$ cat src/rtl/serial_adder_pkg.sv
// Shared definitions for the bit-serial adder: state encoding and counter sizing.
package serial_adder_pkg;

    typedef enum logic [1:0] {
        ST_IDLE = 2'd0,
        ST_ADD  = 2'd1,
        ST_FIN  = 2'd2
    } state_e;

    // Bits needed to count 0..value-1, never less than one.
    function automatic int clog2(input int value);
        int bits;
        int rem;
        bits = 0;
        rem  = value - 1;
        while (rem > 0) begin
            bits++;
            rem = rem >> 1;
        end
        if (bits < 1) bits = 1;
        return bits;
    endfunction

endpackage : serial_adder_pkg

$ cat src/rtl/serial_fa_cell.sv
// Combinational full adder made of two half-adder stages and an OR on their carries.
module serial_fa_cell (
    input  logic a,
    input  logic b,
    input  logic ci,
    output logic s,
    output logic co
);

    logic ha0_s;
    logic ha0_c;
    logic ha1_c;

    assign ha0_s = a ^ b;
    assign ha0_c = a & b;
    assign s     = ha0_s ^ ci;
    assign ha1_c = ha0_s & ci;
    assign co    = ha0_c | ha1_c;

endmodule : serial_fa_cell

$ cat src/rtl/serial_adder.sv
// Bit-serial WIDTH-bit adder with start/busy/done handshake and held result.
// Optional signed-overflow output OVF is enabled by defining SERIAL_ADDER_OVF_EN.
module serial_adder
    import serial_adder_pkg::*;
#(
    parameter int WIDTH = 8
) (
    input  logic             CLK,
    input  logic             RST_N,
    input  logic             START,
    input  logic [WIDTH-1:0] A,
    input  logic [WIDTH-1:0] B,
    input  logic             CIN,
    output logic             BUSY,
    output logic             DONE,
    output logic [WIDTH-1:0] SUM,
    output logic             COUT
`ifdef SERIAL_ADDER_OVF_EN
    ,
    output logic             OVF
`endif
);

    localparam int             CW       = clog2(WIDTH);
    localparam logic [CW-1:0]  CNT_LAST = CW'(WIDTH - 1);

    state_e           state_q, state_d;
    logic [WIDTH-1:0] sh_a_q, sh_a_d;
    logic [WIDTH-1:0] sh_b_q, sh_b_d;
    logic [WIDTH-2:0] acc_q, acc_d;
    logic             carry_q, carry_d;
    logic [CW-1:0]    cnt_q, cnt_d;
    logic [WIDTH-1:0] sum_q, sum_d;
    logic             cout_q, cout_d;
`ifdef SERIAL_ADDER_OVF_EN
    logic             ovf_q, ovf_d;
`endif

    logic fa_s;
    logic fa_co;

    serial_fa_cell u_fa (
        .a  (sh_a_q[0]),
        .b  (sh_b_q[0]),
        .ci (carry_q),
        .s  (fa_s),
        .co (fa_co)
    );

    always_comb begin
        // NOTE: every signal gets its hold value first, so no path leaves it unassigned and no latch is inferred.
        state_d = state_q;
        sh_a_d  = sh_a_q;
        sh_b_d  = sh_b_q;
        acc_d   = acc_q;
        carry_d = carry_q;
        cnt_d   = cnt_q;
        sum_d   = sum_q;
        cout_d  = cout_q;
`ifdef SERIAL_ADDER_OVF_EN
        ovf_d   = ovf_q;
`endif
        unique case (state_q)
            ST_IDLE: begin
                if (START) begin
                    sh_a_d  = A;
                    sh_b_d  = B;
                    carry_d = CIN;
                    cnt_d   = '0;
                    state_d = ST_ADD;
                end
            end
            ST_ADD: begin
                carry_d = fa_co;
                sh_a_d  = sh_a_q >> 1;
                sh_b_d  = sh_b_q >> 1;
                // Accumulator keeps the WIDTH-1 earlier bits; the newest bit enters at the top.
                acc_d   = (WIDTH-1)'({fa_s, acc_q} >> 1);
                cnt_d   = cnt_q + CW'(1);
                if (cnt_q == CNT_LAST) begin
                    sum_d   = {fa_s, acc_q};
                    cout_d  = fa_co;
`ifdef SERIAL_ADDER_OVF_EN
                    ovf_d   = carry_q ^ fa_co;
`endif
                    cnt_d   = '0;
                    state_d = ST_FIN;
                end
            end
            ST_FIN:  state_d = ST_IDLE;
            default: state_d = ST_IDLE;
        endcase
    end

    // NOTE: non-blocking assignments keep every flop sampling the pre-edge values.
    always_ff @(posedge CLK) begin
        if (!RST_N) begin
            // NOTE: the datapath registers are cleared too, so an aborted add leaves no stale bits behind.
            state_q <= ST_IDLE;
            sh_a_q  <= '0;
            sh_b_q  <= '0;
            acc_q   <= '0;
            carry_q <= 1'b0;
            cnt_q   <= '0;
            sum_q   <= '0;
            cout_q  <= 1'b0;
`ifdef SERIAL_ADDER_OVF_EN
            ovf_q   <= 1'b0;
`endif
        end else begin
            state_q <= state_d;
            sh_a_q  <= sh_a_d;
            sh_b_q  <= sh_b_d;
            acc_q   <= acc_d;
            carry_q <= carry_d;
            cnt_q   <= cnt_d;
            sum_q   <= sum_d;
            cout_q  <= cout_d;
`ifdef SERIAL_ADDER_OVF_EN
            ovf_q   <= ovf_d;
`endif
        end
    end

    assign BUSY = (state_q == ST_ADD);
    assign DONE = (state_q == ST_FIN);
    assign SUM  = sum_q;
    assign COUT = cout_q;
`ifdef SERIAL_ADDER_OVF_EN
    assign OVF  = ovf_q;
`endif

endmodule : serial_adder

$ cat config.mk
export PLATFORM = sky130hd
export DESIGN_NAME = serial_adder
export DESIGN_NICKNAME = d
export VERILOG_FILES = /design/src/rtl/serial_adder_pkg.sv /design/src/rtl/serial_fa_cell.sv /design/src/rtl/serial_adder.sv
export SDC_FILE = /design/constraint.sdc
export NUM_CORES = 1
export LEC_CHECK = 0
export BUFFER_PORTS_ARGS = -buffer_cell sky130_fd_sc_hd__buf_4
export CAP_MARGIN = 20
export CELL_PAD_IN_SITES_DETAIL_PLACEMENT = 2
export CELL_PAD_IN_SITES_GLOBAL_PLACEMENT = 2
export CORE_MARGIN = 4
export CORE_UTILIZATION = 29
export CTS_CLUSTER_SIZE = 16
export DETAILED_ROUTE_END_ITERATION = 12
export HOLD_SLACK_MARGIN = 0.02
export PLACE_DENSITY_LB_ADDON = 0.1
export SETUP_SLACK_MARGIN = 0.05
export SYNTH_ARGS = -nofsm -noshare
export SYNTH_HDL_FRONTEND = slang
export SYNTH_SLANG_ARGS = --single-unit
$ cat constraint.sdc
create_clock -name CLK -period 1.33 [get_ports CLK]
set_input_delay 0.133 -clock CLK [delete_from_list [all_inputs] [get_ports CLK]]
set_output_delay 0.133 -clock CLK [all_outputs]
set_load 0.03 [all_outputs]
# After elaboration in Yosys (flattened, before gate mapping)
# Cells that the tools add are included.
[totals]
wordCells = 36
in_bits = 20
reg_bits = 38
[classes]
n_eq_ne = 5
muxes = 12
n_reduce_logical = 5
add_sub_neg = 1
bitwise_logic = 5
[ops]
columns = ["op", "count"]
rows = [
  ["$pmux 8 s2", 2],
  ["$mux 8", 2],
  ["$mux 3", 2],
  ["$pmux 3 s2", 1],
  ["$reduce_and 2->1", 3],
  ["$mux 2", 2],
  ["$pmux 2 s2", 1],
  ["$add 3x1->3 const B", 1],
  ["$eq 3x3->1 const B", 1],
  ["$and 1x1->1", 2],
  ["$eq 2x1->1 const B", 1],
  ["$eq 2x2->1 const B", 1],
  ["$logic_not 2->1", 1],
  ["$ne 2x1->1 const B", 1],
  ["$ne 2x2->1 const B", 1],
  ["$pmux 1 s2", 1],
  ["$reduce_bool 2->1", 1],
  ["$xor 1x1->1", 2],
  ["$mux 1", 1],
  ["$or 1x1->1", 1],
]

# Logic depth before layout (Yosys ltp)
[depth]
word_depth = 4
ltp_mapped = 6
mapped_depth_nobuf = 5

# By module
# Synthesis repeated with hierarchy kept, for this count alone.
[unflattened]
cells_unflattened = 179
hier_area_um2 = 1599.0
[by_module_without_submodules]
columns = ["module", "instances", "cells_per_inst", "seq_area_each_um2", "area_per_inst_um2"]
rows = [
  ["serial_adder", 1, 178, 760.7, 1579.0],
  ["serial_fa_cell", 1, 1, 0.0, 20.0],
]

# Worst setup path after synthesis
# OpenSTA, ideal clock, no wires.
[synth_path]
path_type = "register to output"
startpoint = "register state_q[1]"
endpoint = "output port DONE"
arrival_ns = 1.405
setup_slack_ns = -0.208
path_stages_with_launch = 4
path_buffers = 2
path_cell_list = "dfxtp_1 > clkbuf_1 > clkbuf_1 > nor2b_1"
[synth_via]
elab_chain_len = 1
[synth_rtl]
columns = ["item", "line", "source"]
rows = [
  ["from (decl)", "serial_adder.sv:27", "state_e state_q, state_d;"],
  ["from (signal assigned)", "serial_adder.sv:111", "state_q <= state_d;"],
  ["$eq 2x2->1", "serial_adder.sv:126", "assign DONE = (state_q == ST_FIN);"],
  ["to (decl)", "serial_adder.sv:15", "output logic DONE,"],
]
# No other way between the ends.

# Worst setup path in the final report
[layout_path]
startpoint = "register state_q[0]"
endpoint = "output port DONE"
# Same word-level chain as after synthesis.

==> run summary <==
status: completed
Worst R2R Start: cnt_q[0]$_SDFFE_PN0P_
cell area power density: 1237 nW/um2
initial DRC count: 53
vias: 1419
Ant. Diodes: 0
Worst Hold Class: in2reg
Tot Pwr: 2.705 mW
Placeable Area: 5238 um2
CTS buffer count: 5
Worst setup SP type: flop
Die Wd: 82.26 um
total die area: 6766 um2
Fin Hold WS: 109.0 ps
Setup violations, final: 0
Worst Path Max Fanout: 17
sequential area share after synthesis: 0.4757
most frequent cells in the layout: buf_4 (40), dfxtp_1 (34), nand2_1 (31), nand3_1 (20), o21ai_1 (18)
clock latency on the worst-skew pair: 290 ps
Tcrit/Tclk final: 0.9231
Synthesis Warnings: 0
syn nets: 202
Die Ht: 82.26 um
global route overflow: 0
Clock Pin Slew Worst Setup and Hold Paths: 80 ps
RSZ-0062 raised after global routing: true
CTS tree: built
Synth Area per Inst: 8.933 um2
delay-heaviest family, CP: buffers and inverters
final hold vios: 0
Max VDD drop: 504.2 uV
CTS root buffer: clkbuf_8
leak pwr: 0.8968 nW
vias in the first global route: 1602
crit path cell chain: buf_6 > nor2b_4 > buf_4
element type at the critical path end: output port
Critical Path AT: 1090 ps
Max-Cap Viols: 0
Worst Skew: 6.644 ps
buffers and inverters on the worst path: 2
critical path class: reg2out
fin nets: 239
first-pass GRT wire length: 7.824 mm
non-filler instance count after layout: 287
crit path from: state_q[0]$_SDFFE_PN0P_
wire per inst: 16.08 um
Total Wirelength: 4.616 mm
post-synthesis cell count: 179
port bufs: 30
Detailed Place HPWL: 3.045 mm
largest net degree at the start of global routing: 33
Final Instance Area: 2186 um2
H-tree Lvls: 2
max-slew violations: 0
Post-Syn Area: 1599 um2
routability cong.: 0.7808
#FFs+latches synth: 38
fillers: 563
CP max stage delay: 350 ps
most common cell after layout, fill and taps aside: buf_4
antenna-violating nets left: 0
drt pass-1 iters: 3
relative slew slack: 0.8024
antenna violations before repair: 0
routed vias/inst: 4.944
slowest CP cell: dfxtp_2
Multi-input gate area: 814.5 um2
Cells after DPL: 271
clock sinks: 38
initial core utilization: 0.3053
WP data required: 1200 ps
Slew @ Worst Pin: 296.4 ps
FF/Latch Area: 768.2 um2
layout cell share with drive strength beyond 1: 0.3088
IO Pins: 31
Placed Area: 1934 um2
library cells used by synthesis: 24
Overall Global Routing Usage: 0.1527
Area growth syn-to-layout: 36.70%
# DRC: 0
Hold Crit Start: A[6]
fmax: 814.5 MHz
FP Rows: 26
min Tclk post-route: 1228 ps
maximum clock insertion buffer count: 2
==> cell type report <==
| class | instances | share of cell area |
|---|---|---|
| Multi-Input combinational cell | 125 | 0.3726 |
| Sequential cell | 38 | 0.3515 |
| Timing Repair Buffer | 44 | 0.1660 |
| Tap cell | 70 | 0.04007 |
| Clock buffer | 6 | 0.03778 |
| Clock inverter | 2 | 0.02748 |
| Inverter | 2 | 0.004579 |
==> flip-flops by register name, summed over array words and instances (netlist names) <==
name / cells
carry_q: 1
cnt_q: 3
SUM: 8
acc_q: 7
sh_b_q: 8
state_q: 2
COUT: 1
sh_a_q: 8
==> cell families after synthesis <==
family                     Yosys count  synth area share
AOI/OAI and AO/OA                   42            0.1675
buffers and inverters               17           0.04538
DFF                                 38            0.4757
adders and majority gates            3           0.02817
and+or+nand+nor                     63            0.1831
muxes                               16            0.1002
==> power by group <==
| group | total (mW) | internal (mW) | switching, mW |
|---|---|---|---|
| Sequential | 1.21 | 1.18 | 0.0288 |
| Clock | 1.22 | 0.800 | 0.421 |
| Combinational | 0.272 | 0.132 | 0.141 |
| Total | 2.70 | 2.11 | 0.591 |
==> layer usage <==
metal,GRT usage,share of wire
met2,0.2796,0.53
met1,0.1703,0.42
met4,0.05648,0.014
met5,0,0
met3,0.03471,0.031
==> Yosys cell counts <==
cell / instances / area, um2
nor3b_1: 1 / 7.510
ha_1: 2 / 25.02
nor2_2: 1 / 6.260
o22ai_1: 2 / 12.51
and3b_1: 1 / 8.760
nor2b_1: 1 / 6.260
buf_4: 1 / 7.510
nand2_1: 31 / 116.4
nand3_1: 21 / 105.1
fa_1: 1 / 20.02
o211ai_1: 15 / 112.6
nand2b_1: 1 / 6.260
o21ai_1: 18 / 90.09
a21boi_1: 7 / 52.55
and2_1: 1 / 6.260
inv_2: 1 / 3.750
dfxtp_1: 38 / 760.7
clkbuf_1: 10 / 37.54
inv_1: 1 / 3.750
or3b_4: 1 / 11.26
mux2i_1: 16 / 160.2
buf_2: 4 / 20.02
nor2_1: 3 / 11.26
nand3b_1: 1 / 7.510
==> through the flow <==
step	util	setup TNS, ps	setup slack (ps)
global placement	0.3693	-16.80	-16.80
finish	0.4173	0	102.3
global route	0.4173	0	25.58
CTS	0.4080	0	44.17
detailed placement	0.3693	-743.0	-121.1
floorplan	-	0	73.54
==> worst min-delay path: stages <==
cell and delay [ps]:
buf_4 70, mux2i_1 50, o21ai_1 100
==> path summary, 6_finish.rpt <==
kind	end	slack, ps	cells past startpoint
setup / recovery	DONE	100	3
hold / removal	sh_a_q[6]$_SDFFE_PN0P_	110	3
setup reg to reg	COUT$_SDFFE_PN0P_	100	5
hold reg to reg	SUM[2]$_SDFFE_PN0P_	460	2
==> what timing repair did <==
item,in CTS,in global routing
cloned,1,0
gates resized for setup,7,8
setup buffers,5,2
setup endpoints to repair,12,17
hold buffers,0,0
pin swaps,2,2
Note: power is estimated with default switching activity, not from simulation.
